==> config.mk <==
export PLATFORM = sky130hd
export DESIGN_NAME = uart_rx_cmd
export DESIGN_NICKNAME = d
export VERILOG_FILES = /design/src/rtl/uart_rx_cmd.sv
export SDC_FILE = /design/constraint.sdc
export NUM_CORES = 1
export LEC_CHECK = 0
export BUFFER_PORTS_ARGS = -buffer_cell sky130_fd_sc_hd__buf_2
export CORE_ASPECT_RATIO = 0.7
export CORE_MARGIN = 3
export CORE_UTILIZATION = 45
export DETAILED_ROUTE_END_ITERATION = 10
export GPL_TIMING_DRIVEN = 0
export PLACE_DENSITY = 0.61
export RECOVER_POWER = 50
export SLEW_MARGIN = 20
export SYNTH_ARGS = -nofsm -noshare
export SYNTH_HDL_FRONTEND = slang
export SYNTH_SLANG_ARGS = --single-unit
==> constraint.sdc <==
create_clock -name clk -period 2.9 [get_ports clk]
set_clock_uncertainty 0.05 [all_clocks]
set_input_delay 0.435 -clock clk [delete_from_list [all_inputs] [get_ports clk]]
set_output_delay 0.435 -clock clk [all_outputs]
set_load 0.02 [all_outputs]
==> src/rtl/uart_rx_cmd.sv <==
// 8N1 UART command receiver: holds the last good byte on data, with per-frame
// data_valid/frame_err strobes and a busy flag while a frame is in progress.
module uart_rx_cmd #(
    parameter int CLK_FREQ = 50_000_000,
    parameter int BAUD     = 9600
) (
    input  logic       clk,
    input  logic       rst_n,
    input  logic       rx,
    output logic [7:0] data,
    output logic       data_valid,
    output logic       frame_err,
    output logic       busy
);

    localparam int CLKS_PER_BIT = CLK_FREQ / BAUD;
    localparam int HALF_BIT     = CLKS_PER_BIT / 2;
    localparam int CNT_W        = $clog2(CLKS_PER_BIT);

    localparam logic [CNT_W-1:0] CNT_LAST = CNT_W'(CLKS_PER_BIT - 1);
    localparam logic [CNT_W-1:0] CNT_HALF = CNT_W'(HALF_BIT - 1);
    localparam logic [CNT_W-1:0] CNT_ONE  = CNT_W'(1);

    localparam logic [2:0] S_IDLE  = 3'd0;
    localparam logic [2:0] S_START = 3'd1;
    localparam logic [2:0] S_DATA  = 3'd2;
    localparam logic [2:0] S_STOP  = 3'd3;
    localparam logic [2:0] S_BREAK = 3'd4;

    logic             rx_meta;
    logic             rx_s;
    logic [2:0]       state;
    logic [CNT_W-1:0] clk_cnt;
    logic [2:0]       bit_idx;
    logic [7:0]       shift_reg;

    // Two-flop synchroniser; reset to the idle-high line level.
    always_ff @(posedge clk or negedge rst_n) begin
        if (!rst_n) begin
            rx_meta <= 1'b1;
            rx_s    <= 1'b1;
        end else begin
            rx_meta <= rx;
            rx_s    <= rx_meta;
        end
    end

    // Frame FSM: the start bit is confirmed at mid-bit, after which every
    // sample lands one full bit later, i.e. near the middle of each bit.
    always_ff @(posedge clk or negedge rst_n) begin
        if (!rst_n) begin
            state      <= S_IDLE;
            clk_cnt    <= '0;
            bit_idx    <= '0;
            shift_reg  <= '0;
            data       <= '0;
            data_valid <= 1'b0;
            frame_err  <= 1'b0;
        end else begin
            data_valid <= 1'b0;
            frame_err  <= 1'b0;
            case (state)
                S_IDLE: begin
                    if (!rx_s) begin
                        state   <= S_START;
                        clk_cnt <= '0;
                    end
                end
                S_START: begin
                    if (clk_cnt == CNT_HALF) begin
                        clk_cnt <= '0;
                        if (!rx_s) begin
                            state   <= S_DATA;
                            bit_idx <= '0;
                        end else begin
                            state <= S_IDLE;
                        end
                    end else begin
                        clk_cnt <= clk_cnt + CNT_ONE;
                    end
                end
                S_DATA: begin
                    if (clk_cnt == CNT_LAST) begin
                        clk_cnt            <= '0;
                        shift_reg[bit_idx] <= rx_s;
                        if (bit_idx == 3'd7) begin
                            state <= S_STOP;
                        end else begin
                            bit_idx <= bit_idx + 3'd1;
                        end
                    end else begin
                        clk_cnt <= clk_cnt + CNT_ONE;
                    end
                end
                S_STOP: begin
                    if (clk_cnt == CNT_LAST) begin
                        clk_cnt <= '0;
                        if (rx_s) begin
                            data       <= shift_reg;
                            data_valid <= 1'b1;
                            state      <= S_IDLE;
                        end else begin
                            frame_err <= 1'b1;
                            state     <= S_BREAK;
                        end
                    end else begin
                        clk_cnt <= clk_cnt + CNT_ONE;
                    end
                end
                // A line held low after a bad stop bit must not retrigger frames.
                S_BREAK: begin
                    if (rx_s) begin
                        state <= S_IDLE;
                    end
                end
                default: begin
                    state <= S_IDLE;
                end
            endcase
        end
    end

    assign busy = (state != S_IDLE);

endmodule

==> flow_summary_export.csv <==
group,metric,value,unit
timing,fin_crit_sh,95.7,%
outcome,status,"finished, violations left",
placed_design,routabilityCongestion,0.826,
logic_synthesis,synth_edf_count,0,
logic_synthesis,synth_cell_types,43,
die,initial_utilization,47.8,%
timing,fmaxAchievable,360,MHz
finish,fin_area,0.00213,mm²
critical_path,r2r-start,"clk_cnt[7]$_DFFE_PN0P_",
finish,largest_reg_flops,13,
logic_synthesis,synthArstFlopShare,100,%
global_route,grtUsageTotal,16.2,%
drt,drtIter0Drc,96,
placed_design,dpl_worst_slack,0.146,ns
placed_design,hpwl,2.67,mm
critical_path,cp.arrival,2.89,ns
critical_path,crit_family,"simple AND/OR/NAND/NOR gates",
critical_path,worstSetupPathType,"flip-flop to flip-flop",
global_route,grt_start_max_net_pins,40,
timing,finalMaxSlewViolations,40,
critical_path,cp_max_fo,9,
critical_path,cpPeakStageDelay,0.52,ns
drt,drt-total-wl,3.74,mm
critical_path,worstSetupStartpointType,"flip-flop",
timing,worst_slew_pin_slew,2.03,ns
finish,drive_above_1_share,22.7,%
clock_tree,post_cts_resized,0,
logic_synthesis,syn_area,0.00192,mm²
finish,fin_nets,205,
die,core_area,0.00402,mm²
finish,diodes,0,
timing,hold_viol,0,
critical_path,worst_ep_required_time,3.02,ns
run,max_cap_violations,1,
clock_tree,clock-sinks,39,
clock_tree,cts_max_path_buffers,2,
logic_synthesis,synthesis.nets,185,
clock_tree,cts-buffers-inserted,5,
die,row_count,19,
drt,wl_per_cell,15.0,µm
clock_tree,post_cts_buffers,0,
global_route,grt_pass1_wl,6.38,mm
timing,rsz0062_at_grt,"false",
logic_synthesis,synthCells,178,
logic_synthesis,ys_seq_elements,39,
timing,min_period,2.77,ns
clock_tree,clkLatencyLatePin,0.29,ns
clock_tree,h-tree-depth,2,
clock_tree,cts_root_buf,"clkbuf_8",
logic_synthesis,synthTopCellsByCount,"dfrtp_1 (37), a21oi_1 (14), mux2_2 (14), nor2_1 (11), o21ai_0 (9)",
logic_synthesis,synthMostInstantiatedCell,"dfrtp_1",
timing,setup_violations,0,
critical_path,cp_slowest_cell,"or4_4",
global_route,gr-total-overflow,0,
critical_path,worst-path-buf-inv,2,
global_route,antenna_found_initial,0,
logic_synthesis,ys_warn_count,0,
die,fp.dieW,84.1,µm
die,die_y,60.7,µm
logic_synthesis,avgSynthCellArea,10.8,µm²
drt,vias,1397,
drt,drcViolationCount,0,
timing,relSlewSlack,-35.5,%
logic_synthesis,ys_seq_area_share,50.9,%
critical_path,crit_chain,"buf_6 > or4_4 > or3_1 > buf_6 > or4_4 > nor3b_2 > mux2_1",
min_path,min-delay-path-class,"input pin to flip-flop",
power_and_ir_drop,p_per_area,434,mW/mm²
placed_design,place_area,0.00205,mm²
drt,ant_nets,0,
clock_tree,hold_buffers,0,
placed_design,numPortBuffers,13,
clock_tree,path_clk_slew,0.07,ns
finish,area_growth_syn_to_layout,11.1,%
finish,final_util,53.1,%
logic_synthesis,synth_area_leader_cell,"dfrtp_1",
min_path,hold_path.startpoint,"rx",
critical_path,crit_path_start,"clk_cnt[7]$_DFFE_PN0P_",
power_and_ir_drop,p_leak,1.01,nW
logic_synthesis,synth_top_area_share,48.2,%
logic_synthesis,ys.flop_type,"dfrtp_1",
power_and_ir_drop,vdd_drop_max,0.315,mV
critical_path,crit_path_end_kind,"flip-flop",
drt,via_per_inst,5.59,
timing,setup_ws,0.126,ns
global_route,grt_pass1_vias,1337,
timing,tns,0,ns
die,pin_count,14,
drt,firstDrtPassIters,4,
logic_synthesis,synth.area.top_cells,"dfrtp_1 (48%), mux2_2 (8.2%), a21oi_1 (3.6%)",
power_and_ir_drop,p_total,0.927,mW
outcome,violations,"max-capacitance violations, max-slew violations",
clock_tree,tritoncts,"yes",
die,die_area,0.00510,mm²
==> cell families after synthesis <==
kind of cell	synth area share [%]
DFF	50.9
muxes	9.97
adders and majority gates	2.61
buffers and inverters	4.17
AOI/OAI and AO/OA	13.0
and+or+nand+nor	19.3
==> layer usage <==
| metal | routed length [µm] | global-route usage [%] |
|---|---|---|
| met5 | 0 | 0 |
| met4 | 47 | 5.50 |
| met3 | 139 | 4.61 |
| met2 | 1560 | 22.6 |
| met1 | 2000 | 24.1 |
==> cell usage in the layout (no fill, tap or decap), types with 3 or more instances in the layout <==
master	instances
ha_1	4
mux2_1	3
clkbuf_1	9
or3_1	5
mux2_2	14
clkbuf_8	6
nand3_1	8
nor3_1	6
a31oi_1	5
nand4_1	4
a21oi_1	14
dfrtp_1	37
nand2_1	7
a22o_1	4
nor2_1	11
inv_1	7
buf_2	10
o21ai_0	9
==> worst paths after layout <==
| check | end | slack [ns] | depth (start not counted) |
|---|---|---|---|
| max reg2reg | shift_reg[4]$_DFFE_PN0P_ | 0.13 | 7 |
| min | rx_meta$_DFF_PN1_ | 0.20 | 1 |
| max | shift_reg[4]$_DFFE_PN0P_ | 0.13 | 7 |
| min reg2reg | rx_s$_DFF_PN1_ | 0.31 | 0 |
| max in group asynchronous | clk_cnt[0]$_DFFE_PN0P_ | 0.96 | 1 |
| min in group asynchronous | clk_cnt[7]$_DFFE_PN0P_ | 0.67 | 1 |
==> final cells by class <==
type                            instances  area [µm²]
Inverter                                7        26.3
Clock buffer                            6        82.6
Sequential cell                        39         978
Multi-Input combinational cell        123         862
Timing Repair Buffer                   13        60.1
Clock inverter                          1        5.00
Fill cell                             359        1880
Buffer                                  9        53.8
Tap cell                               52        65.1
==> worst register-to-register path, cell delays in order, from the launching register on <==
cell and delay, ns:
dfrtp_1 0.38, buf_6 0.14, or4_4 0.51, or3_1 0.37
buf_6 0.14, or4_4 0.52, nor3b_2 0.21, mux2_1 0.33
==> power by group <==
| group | switching (mW) | internal (mW) |
|---|---|---|
| registers | 0.00129 | 0.546 |
| logic | 0.0136 | 0.00225 |
| clock network | 0.177 | 0.186 |
| total | 0.192 | 0.735 |
==> metrics by stage <==
step,hold WS [ns],instances
2_1_floorplan,0.0894,178
3_3_place_gp,0.298,243
3_5_place_dp,0.302,243
4_1_cts,0.189,250
5_1_grt,0.184,250
6_report,0.195,250
Note: power is estimated with default switching activity, not from simulation.
